## src/rtl/seg_digit_scanner.sv

```systemverilog
// seg_digit_scanner: time-multiplexed digit scanner for multi-digit 7-segment
// displays. Lights one digit at a time through one-cold active-low enables,
// presents that digit's nibble to the segment encoder, and inserts an
// all-dark gap between digits to suppress ghosting. Masked-off digits are
// skipped entirely.

module seg_digit_scanner #(
  parameter int NUM_DIGITS   = 4,
  parameter int SEL_W        = $clog2(NUM_DIGITS),
  parameter int PRESCALE     = 100000,
  parameter int BLANK_CYCLES = 2
) (
  input  logic                    clk,
  input  logic                    rst_n,
  input  logic                    en,
  input  logic [NUM_DIGITS-1:0]   digit_en,
  input  logic [4*NUM_DIGITS-1:0] data,
  output logic [NUM_DIGITS-1:0]   an_n,
  output logic [SEL_W-1:0]        digit_idx,
  output logic [3:0]              nibble,
  output logic                    scan_tick,
  output logic                    frame_done
);

  // One counter serves both the lit period and the blank gap.
  localparam int CNT_MAX = (PRESCALE > BLANK_CYCLES) ? PRESCALE : BLANK_CYCLES;
  localparam int CNT_W   = $clog2(CNT_MAX + 1);

  localparam logic [CNT_W-1:0] SHOW_LAST  = CNT_W'(PRESCALE - 1);
  localparam logic [CNT_W-1:0] BLANK_LAST =
    (BLANK_CYCLES > 0) ? CNT_W'(BLANK_CYCLES - 1) : '0;

  typedef enum logic [1:0] {
    IDLE,
    SHOW,
    BLANK
  } state_t;

  state_t           state;
  logic [CNT_W-1:0] counter;
  logic [SEL_W-1:0] first_idx;
  logic [SEL_W-1:0] next_idx;
  logic             active;

  assign active = en && (digit_en != '0);

  // Lowest enabled digit, used when scanning starts from IDLE.
  always_comb begin
    logic [SEL_W-1:0] cand;
    cand      = '0;
    first_idx = '0;
    for (int i = NUM_DIGITS - 1; i >= 0; i--) begin
      cand = SEL_W'(i);
      if (digit_en[cand]) first_idx = cand;
    end
  end

  // Next enabled digit after the current one, wrapping; falls back to itself.
  always_comb begin
    logic [SEL_W-1:0] cand;
    cand     = '0;
    next_idx = digit_idx;
    for (int k = NUM_DIGITS; k >= 1; k--) begin
      cand = SEL_W'((int'(digit_idx) + k) % NUM_DIGITS);
      if (digit_en[cand]) next_idx = cand;
    end
  end

  // Scan FSM: all outputs are registered and change together on digit entry.
  always_ff @(posedge clk) begin
    if (!rst_n) begin
      state      <= IDLE;
      counter    <= '0;
      an_n       <= '1;
      digit_idx  <= '0;
      nibble     <= '0;
      scan_tick  <= 1'b0;
      frame_done <= 1'b0;
    end else begin
      scan_tick  <= 1'b0;
      frame_done <= 1'b0;
      case (state)
        IDLE: begin
          an_n    <= '1;
          counter <= '0;
          if (active) begin
            state     <= SHOW;
            digit_idx <= first_idx;
            nibble    <= data[{first_idx, 2'b00} +: 4];
            an_n      <= ~(NUM_DIGITS'(1) << first_idx);
            scan_tick <= 1'b1;
          end
        end
        SHOW: begin
          if (!active) begin
            state   <= IDLE;
            an_n    <= '1;
            counter <= '0;
          end else if (counter == SHOW_LAST) begin
            counter <= '0;
            if (BLANK_CYCLES > 0) begin
              state <= BLANK;
              an_n  <= '1;
            end else begin
              digit_idx  <= next_idx;
              nibble     <= data[{next_idx, 2'b00} +: 4];
              an_n       <= ~(NUM_DIGITS'(1) << next_idx);
              scan_tick  <= 1'b1;
              frame_done <= (next_idx <= digit_idx);
            end
          end else begin
            counter <= counter + 1'b1;
          end
        end
        BLANK: begin
          if (!active) begin
            state   <= IDLE;
            an_n    <= '1;
            counter <= '0;
          end else if (counter == BLANK_LAST) begin
            state      <= SHOW;
            counter    <= '0;
            digit_idx  <= next_idx;
            nibble     <= data[{next_idx, 2'b00} +: 4];
            an_n       <= ~(NUM_DIGITS'(1) << next_idx);
            scan_tick  <= 1'b1;
            frame_done <= (next_idx <= digit_idx);
          end else begin
            counter <= counter + 1'b1;
          end
        end
        default: begin
          state <= IDLE;
          an_n  <= '1;
        end
      endcase
    end
  end

endmodule

```

## config.mk

```make
export PLATFORM = sky130hd
export DESIGN_NAME = seg_digit_scanner
export DESIGN_NICKNAME = d
export VERILOG_FILES = /design/src/rtl/seg_digit_scanner.sv
export SDC_FILE = /design/constraint.sdc
export NUM_CORES = 1
export LEC_CHECK = 0
export CAP_MARGIN = 15
export CORE_MARGIN = 2
export CORE_UTILIZATION = 45
export CTS_CLUSTER_SIZE = 16
export DETAILED_ROUTE_END_ITERATION = 16
export PLACE_DENSITY_LB_ADDON = 0.1
export SYNTH_ARGS = -nofsm -noshare
export SYNTH_HDL_FRONTEND = slang
export SYNTH_SLANG_ARGS = --single-unit
```

## constraint.sdc

```tcl
create_clock -name clk -period 6.15 [get_ports clk]
set_input_delay 1.23 -clock clk [delete_from_list [all_inputs] [get_ports clk]]
set_output_delay 1.23 -clock clk [all_outputs]
set_load 0.005 [all_outputs]
```

Word-level counts from Yosys, hierarchy flattened
Cells that the tools add are included. Widths: inputs -> output; s select.

Bits in registers: 31. Input bits: 23. Output and inout port bits: 12. Logic and storage cells: 86.

Add/subtract/negate cells: 5. Order comparisons: 5. Equal/unequal tests: 9. Shift operators: 4. Mux-type cells: 45. Bitwise logic cells: 2. Reduce and logical (&&, ||, !) cells: 9.

Operators by type and width (number): $mux 17 (4); $pmux 17 s3 (1); $mux 2 (16); $mux 4 (8); $shiftx 16x5->4 (2); $add 17x1->17 const B (1); $eq 17x1->1 const B (1); $eq 17x17->1 const B (1); $lt 2x3->1 const B (4); $pmux 4 s3 (1); $bmux 1 s2 (4); $not 4->4 (2); $pmux 4 s2 (1); $reduce_and 4->1 (2); $shl 1x2->4 const A (2); $mux 1 (7); $ne 2x2->1 const B (3); $ne 3x3->1 const B (2); $pmux 2 s3 (1); $add 2x1->2 const B (2); $add 2x2->2 const B (2); $pmux 2 s2 (1); $reduce_bool 4->1 (1); $reduce_and 3->1 (1); 9 further kinds (9).

Depth between registers and ports, before layout
Depth after elaboration: 12. Mapped depth: 10. Gate-level depth less buffers: 8.

Least setup slack after synthesis
Ideal clock, no wire load.

Kind: input to register. Start: input port digit_en[3]. End: register nibble[2]. Library setup time: 129 ps. Arrival time: 2833 ps. Required time: 6021 ps. Path slack: 3188 ps. Stages: 9. Cell sequence: buf_2 -> nor2b_1 -> o2bb2ai_1 -> or3_1 -> buf_2 -> and2_1 -> buf_6 -> a2111oi_1 -> o31ai_1.

Cells in the longest elaborated chain, start to end: 10. Elaborated cells between the ends (all ways): 27. Those cells by class: eq/ne (2); shift (2); mux (20); reduce/logical (3).

RTL lines: from (decl) (RTL line 16) `input logic [NUM_DIGITS-1:0] digit_en,`; $bmux 1 s2 (RTL line 65) `if (digit_en[cand]) next_idx = cand;`; $mux 1 (not written as such) (RTL line 65); $mux 2 (4 in a row) (RTL line 65); $shiftx 16x5->4 (RTL line 124) `nibble <= data[{next_idx, 2'b00} +: 4];`; $mux 4 (RTL line 120) `end else if (counter == BLANK_LAST) begin`; $mux 4 (RTL line 116) `if (!active) begin`; $pmux 4 s2 (RTL line 82) `case (state)`; to (signal assigned) (RTL line 89) `nibble <= data[{first_idx, 2'b00} +: 4];`; to (signal assigned) (RTL line 106) `nibble <= data[{next_idx, 2'b00} +: 4];`; to (signal assigned) (RTL line 124); to (decl) (RTL line 20) `output logic [3:0] nibble,`.

Parallel ways exist; a longest one is shown, timed or not. The select of a mux whose other input is x is not followed. A chain may end at the register's enable or synchronous reset.

Worst setup path after layout
Ends and elaborated chain as after synthesis.

==> summary.md <==
| Metric | Value |
|---|---|
| Post-CTS Setup Inserts | 0 |
| Detailed-route via count | 1948 |
| CTS buffer count | 5 |
| Area share of the largest cell type after synthesis | 31.8% |
| Layout-stage area growth over the synthesis result | 23.8% |
| CTS tree | built |
| Detailed-route vias per instance | 5.87 |
| Number of instances in the synthesized netlist | 248 |
| Run status | complete, no violations |
| Overall overflow remaining after global route | 0 |
| DRC | 0 |
| Combined area of all synthesized cells | 0.00195 mm² |
| Floorplan core area | 0.00409 mm² |
| Fin. max-slew vios | 0 |
| Net count after synthesis | 279 |
| Per-cell routed wire length | 14.3 µm |
| CP max-delay cell | clkdlybuf4s50_1 |
| Starting Density | 47.8% |
| Commonest non-fill, non-tap cell in the layout | clkdlybuf4s50_1 |
| Number of gates resized after CTS | 0 |
| Clock share of power | 32.1% |
| Pin count of the biggest net entering global routing | 23 |
| Max-capacitance violation count | 0 |
| Final Hold Violating Endpoints | 0 |
| Critical path peak fanout | 10 |
| Pre-Repair DR Iteration Count | 5 |
| Net switching power | 175 µW |
| Cell at the root of the clock tree | clkbuf_8 |
| Number of distinct standard cells referenced by the synthesized netlist | 53 |
| Number of H-tree levels | 2 |
| Cell taking the most area after synthesis | dfxtp_1 |
| Worst hold path class | register to register |
| Period Utilization, post-route | 53.7% |
| Post-route insts no fill | 332 |
| Final antenna-violating net count | 0 |
| Setup TNS | 0 ns |
| Number of flops mapped to enable cells by yosys | 0 |
| Layout cell share with drive strength beyond 1 | 6.03% |
| Post-layout worst setup margin | 2.85 ns |
| Asr flop ratio synth | 0% |
| Antenna violations before repair | 0 |
| Share of synthesized area occupied by flip-flops and latches | 31.8% |
| Horizontal extent of the die | 69.9 µm |
| Internal cell power | 393 µW |
| Relative slew margins | 65.0% |
| Buffers on Ports | 34 |
| Maximum operating frequency | 0.303 GHz |
| Largest stage delay on the critical path | 0.57 ns |
| Placed Instances | 324 |
| Area of the die | 0.00488 mm² |
| Number of design-rule violations left by the first detailed-router iteration | 234 |
| Areal power density over the cells | 235 mW/mm² |
| Register bit total from synthesis | 31 |
| Antenna Diode Count | 0 |
| Most used cells in the layout excluding fill and tap cells | clkdlybuf4s50_1, dfxtp_1, nor2_1, nand2_1 |
| Num Clock Sinks | 31 |
| Overall Global Routing Usage | 19.7% |
| Required time of the critical path | 6.32 ns |
| CP Data Arrival Time | 3.47 ns |
| Hold_buf cts | 0 |
| Global-route wire length before repair | 7790 µm |
| YS warnings | 0 |
| Worst skew pair latency | 0.29 ns |
| RSZ-0062 raised after global routing | no |
| Detailed Route WL | 4740 µm |
| Fraction of power spent switching nets | 30.8% |
| Number of rows in the core area | 23 |
| Via count of the first global-routing pass | 1706 |
| Post-Place Worst Slack | 2.59 ns |
| Setup Skew | 0.00711 ns |
| Critical Path, Cell by Cell | clkdlybuf4s50_1 -> nor2b_1 -> o2bb2ai_1 -> or3_1 -> and2_1 -> a2111oi_1 -> o31ai_1 |
| Flop pwr share | 40.4% |
| DIE HEIGHT | 69.9 µm |
| CTS Buffer Depth | 2 |
| Capturing element type of the critical path | register |
| Count of boundary I/O pins | 35 |
| Most frequently used flop master after synthesis | dfxtp_1 |
| Average cell area after synthesis | 7.88 µm² |
| Clock edge transition at the registers on the reported setup and hold paths | 0.07 ns |
| RePlAce Congestion | 0.860 |
| CP Launch Type | input port |
| Largest cells by area after synthesis | dfxtp_1, ha_1, nand2_1 |
| Leak | 0.000840 µW |
| Portion of total power attributed to combinational logic | 27.5% |
| Shortest clock period the worst path allows after layout | 3.30 ns |
| Critical setup path kind | input port to register |
| HPWL after detailed placement | 3620 µm |
| Peak supply drop | 0.000139 V |
| Final Net Count | 312 |
| Setup Viol. Count Final | 0 |
| Measured slew at the worst slew-check pin | 0.521 ns |
-- logic make-up after synthesis --
kind of cell | synth area share (%)
AOI/OAI and AO/OA | 30.2
muxes | 1.54
DFF | 31.8
adders and majority gates | 5.13
xor gates and xnor gates | 0.897
and+or+nand+nor | 25.7
buffers and inverters | 4.80
-- path summary, 6_finish.rpt --
check	startpoint	end	slack, ns	depth (start not counted)
worst max-delay path	digit_en[3]	nibble[2]	2.85	7
worst min-delay path	nibble[0]	nibble[0]	0.47	2
worst max register to register	state[0]	nibble[2]	3.81	7
worst min register to register	nibble[0]	nibble[0]	0.47	2
-- power groups by stage --
stage | Combinational (µW) | Clock (µW) | Sequential [µW]
finish | 156 | 183 | 230
floorplan | 98.3 | 0 | 231
global route | 172 | 190 | 232
CTS | 156 | 185 | 230
detailed placement | 155 | 0 | 234
global placement | 155 | 0 | 234
-- state kept, by name, summed over array words and instances (netlist names) --
name / cells
an_n: 4
counter: 17
digit_idx: 2
frame_done: 1
nibble: 4
scan_tick: 1
state: 2
-- per-layer routing --
metal / part of all wire [%] / global-route usage [%]
met1: 50 / 27.7
met2: 43 / 29.5
met3: 5.7 / 3.61
met4: 1.0 / 7.91
met5: 0 / 0
-- synth_stat cells, drive strengths merged (4+ instances only) --
cell type  number
a2111oi         7
a211oi          7
a21boi          8
a21oi          16
a31oi          12
and2            4
and3            4
buf             8
dfxtp          31
ha              8
inv             9
nand2          23
nand2b          7
nand3          16
nor2           23
nor3            8
nor4            4
o21ai          13
o31ai           5
-- per-stage QoR --
stage / area (µm²) / hold slack (ns) / total power (µW) / utilization, %
2_1_floorplan: 1950 / 0.463 / 329 / -
3_3_place_gp: 2310 / 0.469 / 388 / 56.6
3_5_place_dp: 2310 / 0.469 / 390 / 56.6
4_1_cts: 2420 / 0.477 / 571 / 59.2
5_1_grt: 2420 / 0.513 / 594 / 59.2
6_report: 2420 / 0.474 / 569 / 59.2
-- layout make-up --
type	instances	area, µm²
inverter	10	37.5
multi-input combinational	197	1240
timing repair buffer	36	355
sequential	31	621
clock buffer	7	96.3
fill	390	1670
clock inverter	1	7.51
tap	50	62.6
-- worst max-delay path: cells and delay by family --
kind | cells | cell delay, ns
and+or+nand+nor | 3 | 0.97
buffers and inverters | 1 | 0.57
AOI/OAI and AO/OA | 3 | 0.70
Note: power is estimated with default switching activity, not from simulation.
